<file path="config.mk">
export PLATFORM = sky130hd
export DESIGN_NAME = cmd_deframer
export DESIGN_NICKNAME = d
export VERILOG_FILES = /design/src/rtl/cmd_deframer.sv
export SDC_FILE = /design/constraint.sdc
export NUM_CORES = 1
export LEC_CHECK = 0
export ABC_AREA = 1
export ABC_CLOCK_PERIOD_IN_PS = 1700
export BUFFER_PORTS_ARGS = -buffer_cell sky130_fd_sc_hd__buf_2
export CAP_MARGIN = 10
export CELL_PAD_IN_SITES_DETAIL_PLACEMENT = 1
export CELL_PAD_IN_SITES_GLOBAL_PLACEMENT = 2
export CORE_ASPECT_RATIO = 0.9
export CORE_MARGIN = 3
export CORE_UTILIZATION = 32
export CTS_CLUSTER_DIAMETER = 150
export CTS_CLUSTER_SIZE = 28
export DETAILED_ROUTE_END_ITERATION = 7
export GPL_TIMING_DRIVEN = 0
export PLACE_DENSITY_LB_ADDON = 0.1
export SLEW_MARGIN = 40
export SYNTH_ARGS = -nofsm -noshare
export SYNTH_HDL_FRONTEND = slang
export SYNTH_SLANG_ARGS = --single-unit
</file>
<file path="constraint.sdc">
create_clock -name clk -period 1.7 [get_ports clk]
set_input_delay 0 -clock clk [delete_from_list [all_inputs] [get_ports clk]]
set_output_delay 0 -clock clk [all_outputs]
set_load 0.05 [all_outputs]
</file>
<file path="src/rtl/cmd_deframer.sv">
// cmd_deframer
// Turns the SUMP host byte stream into whole commands for the analyzer core.
// Opcodes 0x00-0x7F are single-byte commands. Opcodes 0x80-0xFF are followed
// by four payload bytes, least significant byte first. If a long frame stalls
// for TMO cycles, the partial frame is thrown away. This keeps a lost byte from
// shifting every later command out of step.
//
// Ports
//   clk         system clock, single domain
//   rst         synchronous active-high reset
//   rxd_tvalid  host byte valid
//   rxd_tdata   host byte
//   rxd_tready  low only in the reset cycle; one byte per clock otherwise
//   cmd_valid   one-cycle pulse when cmd_code/cmd_data carry a new command
//   cmd_code    opcode of the last completed command
//   cmd_data    payload of the last completed command (0 for short ones)
//   err_tmo     one-cycle pulse when a stalled long frame is discarded
//   cmd_cnt     number of completed commands, wraps at 16 bits
module cmd_deframer #(
    parameter int TMO = 100000,
    parameter int TMW = 17
) (
    input  logic        clk,
    input  logic        rst,
    input  logic        rxd_tvalid,
    input  logic [7:0]  rxd_tdata,
    output logic        rxd_tready,
    output logic        cmd_valid,
    output logic [7:0]  cmd_code,
    output logic [31:0] cmd_data,
    output logic        err_tmo,
    output logic [15:0] cmd_cnt
);

    typedef enum logic {
        S_IDLE,
        S_DATA
    } state_t;

    localparam logic [TMW-1:0] TMO_LAST = TMW'(TMO - 1);

    state_t         r_state;
    state_t         w_stateNext;

    logic           r_ready;
    logic           r_cmdValid;
    logic [7:0]     r_cmdCode;
    logic [31:0]    r_cmdData;
    logic           r_errTmo;
    logic [15:0]    r_cmdCnt;

    logic [7:0]     r_opcode;
    logic [23:0]    r_asm;
    logic [1:0]     r_idx;
    logic [TMW-1:0] r_tmo;

    logic           w_accept;
    logic           w_emitShort;
    logic           w_loadOpcode;
    logic           w_storeByte;
    logic           w_emitLong;
    logic           w_timeout;

    assign w_accept = rxd_tvalid & r_ready;

    always_ff @(posedge clk) begin
        if (rst) begin
            r_state <= S_IDLE;
        end else begin
            r_state <= w_stateNext;
        end
    end

    // Acceptance has priority over timeout expiry in DATA: a byte that lands
    // on the last allowed cycle still keeps the frame alive.
    always_comb begin
        w_stateNext  = r_state;
        w_emitShort  = 1'b0;
        w_loadOpcode = 1'b0;
        w_storeByte  = 1'b0;
        w_emitLong   = 1'b0;
        w_timeout    = 1'b0;
        case (r_state)
            S_IDLE: begin
                if (w_accept) begin
                    if (!rxd_tdata[7]) begin
                        w_emitShort = 1'b1;
                    end else begin
                        w_loadOpcode = 1'b1;
                        w_stateNext  = S_DATA;
                    end
                end
            end
            S_DATA: begin
                if (w_accept) begin
                    w_storeByte = 1'b1;
                    if (r_idx == 2'd3) begin
                        w_emitLong  = 1'b1;
                        w_stateNext = S_IDLE;
                    end
                end else if (r_tmo == TMO_LAST) begin
                    w_timeout   = 1'b1;
                    w_stateNext = S_IDLE;
                end
            end
            default: begin
                w_stateNext = S_IDLE;
            end
        endcase
    end

    // Only the first three payload bytes are held in the assembly register.
    // The fourth byte goes straight into the top of cmd_data.
    always_ff @(posedge clk) begin
        if (rst) begin
            r_ready    <= 1'b0;
            r_cmdValid <= 1'b0;
            r_cmdCode  <= 8'h00;
            r_cmdData  <= 32'h0;
            r_errTmo   <= 1'b0;
            r_cmdCnt   <= 16'h0;
            r_opcode   <= 8'h00;
            r_asm      <= 24'h0;
            r_idx      <= 2'd0;
            r_tmo      <= '0;
        end else begin
            r_ready    <= 1'b1;
            r_cmdValid <= w_emitShort | w_emitLong;
            r_errTmo   <= w_timeout;

            if (w_emitShort) begin
                r_cmdCode <= rxd_tdata;
                r_cmdData <= 32'h0;
                r_cmdCnt  <= r_cmdCnt + 16'd1;
            end

            if (w_loadOpcode) begin
                r_opcode <= rxd_tdata;
                r_idx    <= 2'd0;
                r_tmo    <= '0;
            end

            if (w_storeByte) begin
                case (r_idx)
                    2'd0:    r_asm[7:0]   <= rxd_tdata;
                    2'd1:    r_asm[15:8]  <= rxd_tdata;
                    2'd2:    r_asm[23:16] <= rxd_tdata;
                    default: ;
                endcase
                r_idx <= r_idx + 2'd1;
                r_tmo <= '0;
            end else if (r_state == S_DATA && r_tmo != TMO_LAST) begin
                // Saturates at TMO_LAST; leaving DATA makes wrapping moot anyway.
                r_tmo <= r_tmo + TMW'(1);
            end

            if (w_emitLong) begin
                r_cmdCode <= r_opcode;
                r_cmdData <= {rxd_tdata, r_asm};
                r_cmdCnt  <= r_cmdCnt + 16'd1;
            end
        end
    end

    assign rxd_tready = r_ready;
    assign cmd_valid  = r_cmdValid;
    assign cmd_code   = r_cmdCode;
    assign cmd_data   = r_cmdData;
    assign err_tmo    = r_errTmo;
    assign cmd_cnt    = r_cmdCnt;

endmodule

</file>
==> key figures <==
Setup path
  – Crit. End Element: flop
  – Reg2reg path depth: 8
  – Reg2Reg Launch Point: r_state
  – Worst Path Class, Setup: reg2reg
  – CP arrival: 1800 ps
  – Startpoint types: flop
  – R2r endpoint: cmd_code[0]
  – Crit path max fanout: 10
  – Crit path required time: 1930 ps
  – R2r setup slk: about 130 ps

Global routing
  – Gr usage total: around a fifth
  – Largest net degree at the start of global routing: 20
  – Number of global-route vias before repair: 4744
  – Grt total ovfl: 0
  – Global-route wire length before repair: between 20000 and 25000 um
  – Initial antenna violation count: 0

Timing
  – Setup ws final: roughly 130 ps
  – Final Max Tran Viols: 0
  – Fin. Hold Viols: 0
  – WHS: about 30 ps
  – Slew HR: roughly three fifths
  – Tcrit/Tclk final: between 90% and 100%
  – Worst-Margin Slew: about 590 ps
  – Final Setup Violations: 0
  – Clock Skew: between 8 and 9 ps
  – F_max: 0.636 GHz
  – Min Tclk post-route: 1570 ps

Detailed routing
  – DRC: 0
  – Vias post-DR: between 4000 and 5000
  – Vias per Instance: about 5
  – Drt initial violations: around 180
  – First-pass detailed-route iteration total: 4
  – Final wirelength: about 15000 um
  – Avg WL per Cell: ~16 um
  – Post-DRT Antenna Nets: 0

Yosys
  – Register bit count reported by yosys: around 110
  – Synthesized area per cell: between 7 and 8 um2
  – Seq/Total Area, Yosys: between 40% and 50%
  – Post-synth ARST share: 0%
  – Post-Syn Instances: 654
  – Mapped Area: between 4000 and 5000 um2
  – Ys Warns: 0
  – Syn Nets: approximately 670
  – Most frequently used flop master after synthesis: dfxtp_1
  – Unique masters post-synth: 31
  – Post-synth EDFFs: 0

Pwr
  – Maximum VDD drop: a little over 500 uV
  – Lkg Pwr: ~2.2 nW
  – Power per Cell Area: approximately 900 nW/um2

Die
  – Core Footprint: 14300 um2
  – Initial Utilization: 33.2%
  – Die ar.: between 15000 and 20000 um2
  – Die Height: roughly 120 um
  – Rows: just over 40
  – Ports: 70
  – Chip width: 134 um

Clock tree
  – TritonCTS Buffers: 9
  – Worst skew pair latency: 360 ps
  – CTS tree: done
  – Clock root cell: clkbuf_16
  – Worst-path clk slew: ~70 ps
  – CTS Buffer Depth: 2
  – CTS sink cnt: approximately 110
  – CTS H-Tree Depth: 3

Placement
  – Hpwl dp: 11100 um
  – Post-place instance area: roughly 5300 um2
  – Pre-CTS setup slack: -287 ps
  – GPL Wtd Cong: around 0.8
  – PortBufs: between 60 and 70

Cells and area
  – Commonest non-fill, non-tap cell in the layout: nand2_1
  – Layout area overhead: 21.7%
  – # fillers: around 1800
  – Register area: between 2000 and 2500 um2
  – Multi-input logic area: 2240 um2
  – Share of layout cells above drive strength 1: between 10% and 20%
  – Layout Nets: around 750
  – Antenna Cells: 0
  – Final Cell Area: 5770 um2
  – Commonest non-fill, non-tap cells in the layout: 126 x nand2_1, 105 x dfxtp_1, 94 x a21oi_1

Outcome
  – Status: complete, no violations

Worst hold path
  – Hold depth: 3
  – Class of the worst hold path: in2reg
  – Worst hold start: rxd_tdata[6]
  – Hold Path Sink: r_opcode[6]

Run
  – Max-cap viol count: 0
worst max-delay path by stage:
stage,start,to,slack [ps],depth (start not counted)
floorplan,rxd_tready,cmd_cnt[15],60,10
global placement,r_idx[1],cmd_data[23],-220,5
detailed placement,r_idx[1],cmd_data[26],-290,5
CTS,r_idx[0],r_asm[2],10,6
global route,r_state,cmd_cnt[5],-0.3,10
finish,r_state,cmd_code[0],130,8
layer usage:
metal  part of all wire (%)  vias to the layer above  GRT usage [%]
li1                       -                     2328              -
met1                     49                     2230           26.0
met2                     47                       71           31.9
met3                    3.6                        8           3.69
met4                   0.84                        0           4.39
met5                      0                        -              0
worst max-delay path: stages (launching register included):
cell and delay, ps:
dfxtp_4 430, inv_2 110, nor2_4 200, nand2_4 100, nand2_4 120, inv_2 120, buf_6 180, a21oi_1 130
nor2_1 50
where the power goes:
group,switching (mW),internal [mW]
combinational,0.248,0.0922
clock,1.01,1.15
sequential,0.0264,2.63
total,1.28,3.87
area by class of cell:
| class | count | area share [%] |
|---|---|---|
| clock inverters | 5 | 1.02 |
| well taps | 193 | 4.19 |
| clock buffers | 11 | 4.03 |
| inverters | 46 | 3.01 |
| repair buffers | 77 | 7.37 |
| plain buffers | 29 | 2.86 |
| multi-input cells | 463 | 38.8 |
| flip-flops and latches | 111 | 38.7 |
cell families after synthesis:
kind of cell,Yosys count,share of synthesized area [%]
compound gates,145,15.4
xor+xnor,7,1.29
buf+inv,80,6.94
simple gates,305,27.9
fa+ha+maj,6,1.58
flops,111,46.9
Yosys cell counts (3+ instances only):
cell type | n | area, um2
a21oi_1 | 94 | 470
buf_2 | 11 | 55.1
clkbuf_1 | 20 | 75.1
dfxtp_1 | 111 | 2220
ha_1 | 6 | 75.1
inv_1 | 42 | 158
nand2_1 | 129 | 484
nand3_1 | 75 | 375
nand4_1 | 6 | 37.5
nor2_1 | 79 | 297
nor2_2 | 3 | 18.8
nor3_1 | 3 | 15.0
o21ai_0 | 48 | 240
xnor2_1 | 3 | 26.3
xor2_1 | 4 | 35.0
repair_timing:
item / in CTS / in global routing
hold buffers: 7 / 0
setup endpoints to repair: 60 / 89
endpoints found under the hold margin: 12 / 0
buffers inserted: 0 / 2
cloned: 0 / 0
gates resized for setup: 14 / 25
pin swaps: 0 / 2
registers in the layout, summed over array words and instances (netlist names):
register / count
r_opcode: 8
err_tmo: 1
r_tmo: 17
cmd_valid: 1
rxd_tready: 1
r_asm: 24
cmd_code: 8
cmd_cnt: 16
r_state: 1
r_idx: 2
cmd_data: 32
stage by stage:
| step | utilization (%) | power (mW) | setup TNS [ps] | std cells |
|---|---|---|---|---|
| after floorplan | - | 2.90 | 0 | 654 |
| after global placement | 37.3 | 3.02 | -4760 | 915 |
| after detailed placement | 37.3 | 3.03 | -7240 | 915 |
| after CTS | 40.1 | 5.20 | 0 | 936 |
| after global routing | 40.5 | 5.35 | -0.312 | 935 |
| final | 40.5 | 5.15 | 0 | 935 |
No activity file was read; power rests on OpenSTA's default activity.
